## src/rtl/shift_arb_ctrl_if.sv

```systemverilog
`default_nettype none
// ============================================================================
// Module      : shift_arb_ctrl_if
// Description : Bundle of the requester handshake and serial-link signals of
//               shift_arb_ctrl.
//               master : requester/link side (drives req/data, observes rest)
//               slave  : controller side (observes req/data, drives rest)
//   req0/req1     requester requests, held until the matching ack
//   data0/data1   requester words, sampled only at the acceptance edge
//   ack0/ack1     one-cycle acceptance pulses
//   gnt           one-hot current owner, 0 when idle
//   shift_reg     shift register contents
//   serial_out    serial data, MSB first, 0 outside a frame
//   shift_valid   high for the WIDTH bit cycles of a frame
//   done          one-cycle pulse after the last bit
//   busy          high while a frame is shifting or completing
// Revision    : 1.0 - initial release
// ============================================================================
interface shift_arb_ctrl_if #(
  parameter int WIDTH = 4
);
  logic             req0;
  logic [WIDTH-1:0] data0;
  logic             req1;
  logic [WIDTH-1:0] data1;
  logic             ack0;
  logic             ack1;
  logic [1:0]       gnt;
  logic [WIDTH-1:0] shift_reg;
  logic             serial_out;
  logic             shift_valid;
  logic             done;
  logic             busy;

  modport master (
    output req0, data0, req1, data1,
    input  ack0, ack1, gnt, shift_reg, serial_out, shift_valid, done, busy
  );

  modport slave (
    input  req0, data0, req1, data1,
    output ack0, ack1, gnt, shift_reg, serial_out, shift_valid, done, busy
  );
endinterface
`default_nettype wire

```

## src/rtl/shift_arb_ctrl.sv

```systemverilog
`default_nettype none
// ============================================================================
// Module      : shift_arb_ctrl
// Description : Round-robin arbiter and sequencer for a shared parallel-in /
//               serial-out shift register. Accepts one requester word in
//               IDLE, shifts it out MSB first over WIDTH cycles, then spends
//               one DONE cycle before returning to IDLE.
// Ports       : clk  - rising-edge clock
//               rst  - asynchronous active-high reset
//               bus  - shift_arb_ctrl_if slave modport (requests, words,
//                      acks, grant, shift register and serial link)
// Revision    : 1.0 - initial release
// ============================================================================
module shift_arb_ctrl #(
  parameter int WIDTH = 4
) (
  input  wire logic        clk,
  input  wire logic        rst,
  shift_arb_ctrl_if.slave  bus
);

  localparam int CNT_W = $clog2(WIDTH);
  localparam logic [CNT_W-1:0] C_LAST_BIT = CNT_W'(WIDTH - 1);

  typedef enum logic [1:0] {
    ST_IDLE  = 2'd0,
    ST_SHIFT = 2'd1,
    ST_DONE  = 2'd2
  } state_t;

  state_t            r_state;
  logic [WIDTH-1:0]  r_shift_reg;
  logic [CNT_W-1:0]  r_bit_cnt;
  logic [1:0]        r_gnt;
  logic              r_last_served;
  logic              r_ack0;
  logic              r_ack1;
  logic              r_shift_valid;
  logic              r_done;
  logic              r_busy;

  logic              w_req_any;
  logic              w_pick1;

  // Requester 1 wins when it is alone, or when both request and requester 0
  // was the last one served.
  assign w_req_any = bus.req0 | bus.req1;
  assign w_pick1   = bus.req1 & (~bus.req0 | ~r_last_served);

  always_ff @(posedge clk or posedge rst) begin
    if (rst) begin
      r_state       <= ST_IDLE;
      r_shift_reg   <= '0;
      r_bit_cnt     <= '0;
      r_gnt         <= 2'b00;
      r_last_served <= 1'b1;   // requester 0 wins the first contention
      r_ack0        <= 1'b0;
      r_ack1        <= 1'b0;
      r_shift_valid <= 1'b0;
      r_done        <= 1'b0;
      r_busy        <= 1'b0;
    end else begin
      // Pulse outputs default low; they are raised for a single cycle below.
      r_ack0 <= 1'b0;
      r_ack1 <= 1'b0;
      r_done <= 1'b0;

      case (r_state)
        ST_IDLE: begin
          if (w_req_any) begin
            r_shift_reg   <= w_pick1 ? bus.data1 : bus.data0;
            r_gnt         <= w_pick1 ? 2'b10 : 2'b01;
            r_ack0        <= ~w_pick1;
            r_ack1        <= w_pick1;
            r_last_served <= w_pick1;
            r_bit_cnt     <= '0;
            r_shift_valid <= 1'b1;
            r_busy        <= 1'b1;
            r_state       <= ST_SHIFT;
          end
        end

        ST_SHIFT: begin
          r_shift_reg <= {r_shift_reg[WIDTH-2:0], 1'b0};
          r_bit_cnt   <= r_bit_cnt + CNT_W'(1);
          if (r_bit_cnt == C_LAST_BIT) begin
            r_shift_valid <= 1'b0;
            r_done        <= 1'b1;
            r_state       <= ST_DONE;
          end
        end

        ST_DONE: begin
          r_gnt   <= 2'b00;
          r_busy  <= 1'b0;
          r_state <= ST_IDLE;
        end

        default: begin
          r_gnt         <= 2'b00;
          r_shift_valid <= 1'b0;
          r_busy        <= 1'b0;
          r_state       <= ST_IDLE;
        end
      endcase
    end
  end

  // serial_out is decoded from state so an asynchronous reset silences the
  // link immediately, without waiting for a clock edge.
  assign bus.serial_out  = (r_state == ST_SHIFT) & r_shift_reg[WIDTH-1];
  assign bus.shift_reg   = r_shift_reg;
  assign bus.gnt         = r_gnt;
  assign bus.ack0        = r_ack0;
  assign bus.ack1        = r_ack1;
  assign bus.shift_valid = r_shift_valid;
  assign bus.done        = r_done;
  assign bus.busy        = r_busy;

endmodule
`default_nettype wire

```

## src/flat_wrapper.sv

```systemverilog
// flat-port wrapper written by rule: the top's interface ports become plain ports
module shift_arb_ctrl_flat 
#(
  parameter int WIDTH = 4
)
  (clk, rst, bus_req0, bus_data0, bus_req1, bus_data1, bus_ack0, bus_ack1, bus_gnt, bus_shift_reg, bus_serial_out, bus_shift_valid, bus_done, bus_busy);
  shift_arb_ctrl_if #(.WIDTH(WIDTH)) bus_i ();
  input  wire logic clk;
  input  wire logic rst;
  input wire logic [$bits(bus_i.req0)-1:0] bus_req0;
  input wire logic [$bits(bus_i.data0)-1:0] bus_data0;
  input wire logic [$bits(bus_i.req1)-1:0] bus_req1;
  input wire logic [$bits(bus_i.data1)-1:0] bus_data1;
  output wire logic [$bits(bus_i.ack0)-1:0] bus_ack0;
  output wire logic [$bits(bus_i.ack1)-1:0] bus_ack1;
  output wire logic [$bits(bus_i.gnt)-1:0] bus_gnt;
  output wire logic [$bits(bus_i.shift_reg)-1:0] bus_shift_reg;
  output wire logic [$bits(bus_i.serial_out)-1:0] bus_serial_out;
  output wire logic [$bits(bus_i.shift_valid)-1:0] bus_shift_valid;
  output wire logic [$bits(bus_i.done)-1:0] bus_done;
  output wire logic [$bits(bus_i.busy)-1:0] bus_busy;
  assign bus_i.req0 = bus_req0;
  assign bus_i.data0 = bus_data0;
  assign bus_i.req1 = bus_req1;
  assign bus_i.data1 = bus_data1;
  assign bus_ack0 = bus_i.ack0;
  assign bus_ack1 = bus_i.ack1;
  assign bus_gnt = bus_i.gnt;
  assign bus_shift_reg = bus_i.shift_reg;
  assign bus_serial_out = bus_i.serial_out;
  assign bus_shift_valid = bus_i.shift_valid;
  assign bus_done = bus_i.done;
  assign bus_busy = bus_i.busy;
  shift_arb_ctrl #(.WIDTH(WIDTH)) u_core (.clk(clk), .rst(rst), .bus(bus_i));
endmodule
```

## config.mk

```make
export PLATFORM = sky130hd
export DESIGN_NAME = shift_arb_ctrl_flat
export DESIGN_NICKNAME = d
export VERILOG_FILES = /design/src/rtl/shift_arb_ctrl_if.sv /design/src/rtl/shift_arb_ctrl.sv /design/src/flat_wrapper.sv
export SDC_FILE = /design/constraint.sdc
export NUM_CORES = 1
export LEC_CHECK = 0
export CAP_MARGIN = 10
export CORE_MARGIN = 2
export CORE_UTILIZATION = 39
export CTS_CLUSTER_DIAMETER = 120
export CTS_CLUSTER_SIZE = 8
export DETAILED_ROUTE_END_ITERATION = 10
export PLACE_DENSITY_LB_ADDON = 0.05
export RECOVER_POWER = 50
export SYNTH_ARGS = -nofsm -noshare
export SYNTH_HDL_FRONTEND = slang
export SYNTH_SLANG_ARGS = --single-unit
```

## constraint.sdc

```tcl
create_clock -name clk -period 1.4 [get_ports clk]
set_input_delay 0.21 -clock clk [delete_from_list [all_inputs] [get_ports clk]]
set_output_delay 0.21 -clock clk [all_outputs]
set_load 0.01 [all_outputs]
```

Yosys cells after proc, flatten, opt, wreduce, memory -nomap -nowiden --
Cells that the tools add are included.
Word-level totals: bits in registers 16, bits of input ports 12, output and inout port bits 12, logic and storage cells 53
Cells by class: $add $sub $neg 1, eq/ne operators 5, multiplexer cells 21, bitwise logic cells 9, reduce and logical (&&, ||, !) cells 7
Operators with widths (number):
- $pmux 2 s2 | 3
- $mux 2 | 5
- $mux 1 | 8
- $mux 4 | 2
- $pmux 4 s2 | 1
- $reduce_and 2->1 | 4
- $not 1->1 | 5
- $eq 2x2->1 const B | 2
- $ne 2x1->1 const B | 2
- $pmux 1 s3 | 1
- $reduce_and 3->1 | 1
- $add 2x1->2 const B | 1
- $and 1x1->1 | 2
- $eq 2x1->1 const B | 1
- $logic_not 2->1 | 1
- $or 1x1->1 | 2
- $pmux 1 s2 | 1
- $reduce_bool 2->1 | 1

Depth between registers and ports, before layout --
word-level depth 6, mapped depth 4, gate-level depth less buffers 4

Worst setup path after synthesis --
No wires, ideal clock.
kind reg2reg, from register u_core.r_last_served, to register u_core.r_shift_reg[1] (netlist: u_core.bus.shift_reg[1]), arrival 1.248 ns, required time 1.274 ns, setup slack 0.026 ns, cell stages (with the launch flop) 4, path buffers 0, clock period less this slack 1.374 ns, cells stage by stage dfstp_2 a21boi_2 mux2_2 a221o_1
Between the ends: longest elaborated chain between the ends 6
RTL lines:
- start, declared | RTL line shift_arb_ctrl.sv:35 | logic r_last_served;
- start signal, assigned | RTL line shift_arb_ctrl.sv:75 | r_last_served <= w_pick1;
- $not 1->1 | RTL line shift_arb_ctrl.sv:48 | assign w_pick1 = bus.req1 & (~bus.req0 | ~r_last_served);
- $or 1x1->1 | RTL line shift_arb_ctrl.sv:48
- $and 1x1->1 | RTL line shift_arb_ctrl.sv:48
- $mux 4 | RTL line shift_arb_ctrl.sv:71 | r_shift_reg <= w_pick1 ? bus.data1 : bus.data0;
- $mux 4 | RTL line shift_arb_ctrl.sv:70 | if (w_req_any) begin
- $pmux 4 s2 | RTL line shift_arb_ctrl.sv:68 | case (r_state)
- end signal, assigned | RTL line shift_arb_ctrl.sv:71
- end signal, assigned | RTL line shift_arb_ctrl.sv:84 | r_shift_reg <= {r_shift_reg[WIDTH-2:0], 1'b0};
- end, declared | RTL line shift_arb_ctrl.sv:32 | logic [WIDTH-1:0] r_shift_reg;
No other way between the ends. The select of a mux whose other input is x is not followed. A chain may end at the register's enable or synchronous reset.

Worst setup path after layout --
from register u_core.r_ack1 (netlist: u_core.bus.ack1), to output port bus_ack1
RTL lines:
- start, declared | RTL line shift_arb_ctrl.sv:37 | logic r_ack1;
- start signal, assigned | RTL line shift_arb_ctrl.sv:74 | r_ack1 <= w_pick1;
- end, declared | RTL line flat_wrapper.sv:15 | output wire logic [$bits(bus_i.ack1)-1:0] bus_ack1;
No word-level cell between the ends.

==> out/metrics.cfg <==
[run_status]
status = completed

[timing]
drv_slew = 0
skew_ns = 0.00344
setup_viol = 0
tightestPinTransition_ns = 0.859
max_slew_margin = 0.427
fin_crit_ns = 1.34
fin_crit_sh = 0.957
timing.fmax_mhz = 747
final.hold.worst_slack_ns = 0.335
hold_viol = 0
grt_setup_unrepaired = no

[global_route]
grt_max_degree = 17
overflow = 0
grt_pass1_wl_mm = 2.64
antenna_found_initial = 0
first_global_vias = 582
grt_use_total = 0.174

[flow_run]
cap_violations = 0

[placed_design]
place_congestion = 0.702
dp_hpwl_mm = 1.19
placed_cell_area_mm2 = 0.00108
numPortBuffers = 23

[route]
wl_mm = 1.54
via_per_inst = 4.64
wire_per_inst_um = 11.9
first_iter_violations = 11
ant_nets = 0
dr.pass1.iters = 4
vias = 598
drc = 0

[setup_path]
crit_path_top_delay_cell = clkdlybuf4s50_1
r2r-end = u_core.bus.shift_reg[3]$_DFFE_PP0P_
critPathRequiredTime_ns = 1.19
cp_cell_sequence = clkdlybuf4s50_1
crit_path_start_kind = flip-flop
end_kind = output pin
worstPathArrival_ns = 1.13
r2r_slack_ns = 0.06
setup.worst_path.class = flip-flop to output pin
critPathBufInv = 1
crit_family = buffers and inverters
critical_path.reg2reg.startpoint = u_core.r_last_served$_DFFE_PP1P_
worstRegToRegCells = 3
crit_fanout = 1
slowest_delay_ns = 0.52

[power_and_ir_drop]
power_leakage_nw = 0.571
intPower_w = 0.00139
comb_power_share = 0.490
power_density_mw_per_mm2 = 1890
pwr-share-seq = 0.367
power.switching_w = 0.000725
ir_drop_mv = 0.988
p_sw_frac = 0.342
power_frac_clock = 0.143

[die]
dieHeight_um = 46.8
die_width_um = 46.8
dieArea_mm2 = 0.00219
core_mm2 = 0.00173
row_count = 15
pin_count = 24
start_util = 0.414

[cells_and_area]
seq_area_um2 = 402
antennaDiodeCount = 0
largest_reg_flops = 4
area_growth_pct = 56.9
multi_input_area_um2 = 313
layout_commonest_cell = dfrtp_1
fillers = 163
final_cell_mix = dfrtp_1 (15), buf_4 (11), clkdlybuf4s50_1 (9), and2_1 (7), o21ai_0 (7)
layout.nets = 118
drive_gt1_frac = 0.240
design_area_mm2 = 0.00112

[worst_hold_path]
hold_depth = 3
hp-class = input pin to flip-flop
hold_end = u_core.r_last_served$_DFFE_PP1P_
hp-start = bus_req0

[yosys]
yosys_warnings = 0
syn_inst = 63
syn_area_um2 = 714
syn_nets = 76
synth_cell_types = 19
syn_avg_cell_area_um2 = 11.3
synth-seq-cells = 16
yosysSeqAreaShare = 0.562

[clock_network]
worstSkewPairLatency_ns = 0.28
cts-root-buf = clkbuf_4
clkTransAtPathRegs_ns = 0.10
clock_sinks = 16
cts_tree = built
numCtsBuffers = 3
ctsHoldBuffers = 0
clockBufferDepth = 2
htreeDepth = 1

metal layers:
metal / part of all wire / vias to the layer above / track usage
li1: - / 303 / -
met1: 0.47 / 277 / 0.240
met2: 0.47 / 16 / 0.268
met3: 0.057 / 2 / 0.0385
met4: 0.0078 / 0 / 0.0667
met5: 0 / - / 0
logic make-up after synthesis:
kind of cell               Yosys count  share of synthesized area
adders and majority gates            1                     0.0175
DFF                                 16                      0.562
muxes                                6                     0.0911
buffers and inverters                4                     0.0210
and+or+nand+nor                     18                      0.135
AOI/OAI and AO/OA                   18                      0.173
cell usage after synthesis (all sizes together):
cell type | number | share of area
ha | 1 | 0.018
nand2 | 5 | 0.026
a21o | 1 | 0.011
nor2 | 2 | 0.011
o21ai | 7 | 0.049
a31oi | 1 | 0.0088
mux2i | 2 | 0.028
nor2b | 2 | 0.018
mux2 | 4 | 0.063
nand2b | 1 | 0.0088
a21oi | 3 | 0.021
or2b | 1 | 0.011
dfrtp | 15 | 0.53
and2 | 7 | 0.061
o31ai | 1 | 0.011
a221o | 3 | 0.042
dfstp | 1 | 0.037
a21boi | 2 | 0.032
inv | 4 | 0.021
what timing repair did:
| item | 4_1_cts | 5_1_grt |
|---|---|---|
| pin swaps | 0 | 1 |
| resized for setup | 13 | 6 |
| buffers inserted | 0 | 0 |
| hold endpoints to repair | 0 | 0 |
| gates cloned | 0 | 0 |
| setup endpoints to repair | 11 | 7 |
worst max-delay path by stage:
stage / start / endpoint / slack, ns / cells after the start
3_3_place_gp: bus_req1 / u_core.bus.shift_reg[3]$_DFFE_PP0P_ / -0.31 / 4
6_report: u_core.bus.ack1$_DFF_PP0_ / bus_ack1 / 0.06 / 1
5_1_grt: u_core.r_last_served$_DFFE_PP1P_ / u_core.bus.shift_reg[1]$_DFFE_PP0P_ / 0.004 / 3
3_5_place_dp: bus_req1 / u_core.bus.shift_reg[2]$_DFFE_PP0P_ / -0.33 / 4
4_1_cts: u_core.bus.shift_valid$_DFFE_PP0P_ / bus_shift_valid / 0.004 / 1
2_1_floorplan: u_core.r_last_served$_DFFE_PP1P_ / u_core.bus.shift_reg[1]$_DFFE_PP0P_ / 0.03 / 3
metrics by stage:
stage	setup WS, ns	instances	utilization	power, W	setup TNS, ns
finish	0.0607	129	0.649	0.00212	0
global route	0.00443	129	0.649	0.00229	0
CTS	0.00351	129	0.649	0.00218	0
detailed placement	-0.329	125	0.626	0.00192	-1.54
global placement	-0.313	125	0.626	0.00190	-1.49
floorplan	0.0263	63	-	0.00130	0
area by class of cell:
cell class | instances | area share
sequential | 16 | 0.358
timing repair buffer | 37 | 0.289
multi-input combinational | 43 | 0.279
clock buffer | 4 | 0.0324
tap | 25 | 0.0279
inverter | 4 | 0.0134
power by group through the flow:
stage               Sequential [W]  Combinational (W)  Clock [W]
floorplan                 0.000859           0.000443          0
global placement          0.000782            0.00112          0
detailed placement        0.000785            0.00113          0
CTS                       0.000782            0.00109   0.000314
global route              0.000804            0.00116   0.000333
finish                    0.000778            0.00104   0.000303
Power figures use the tool's default switching activity.
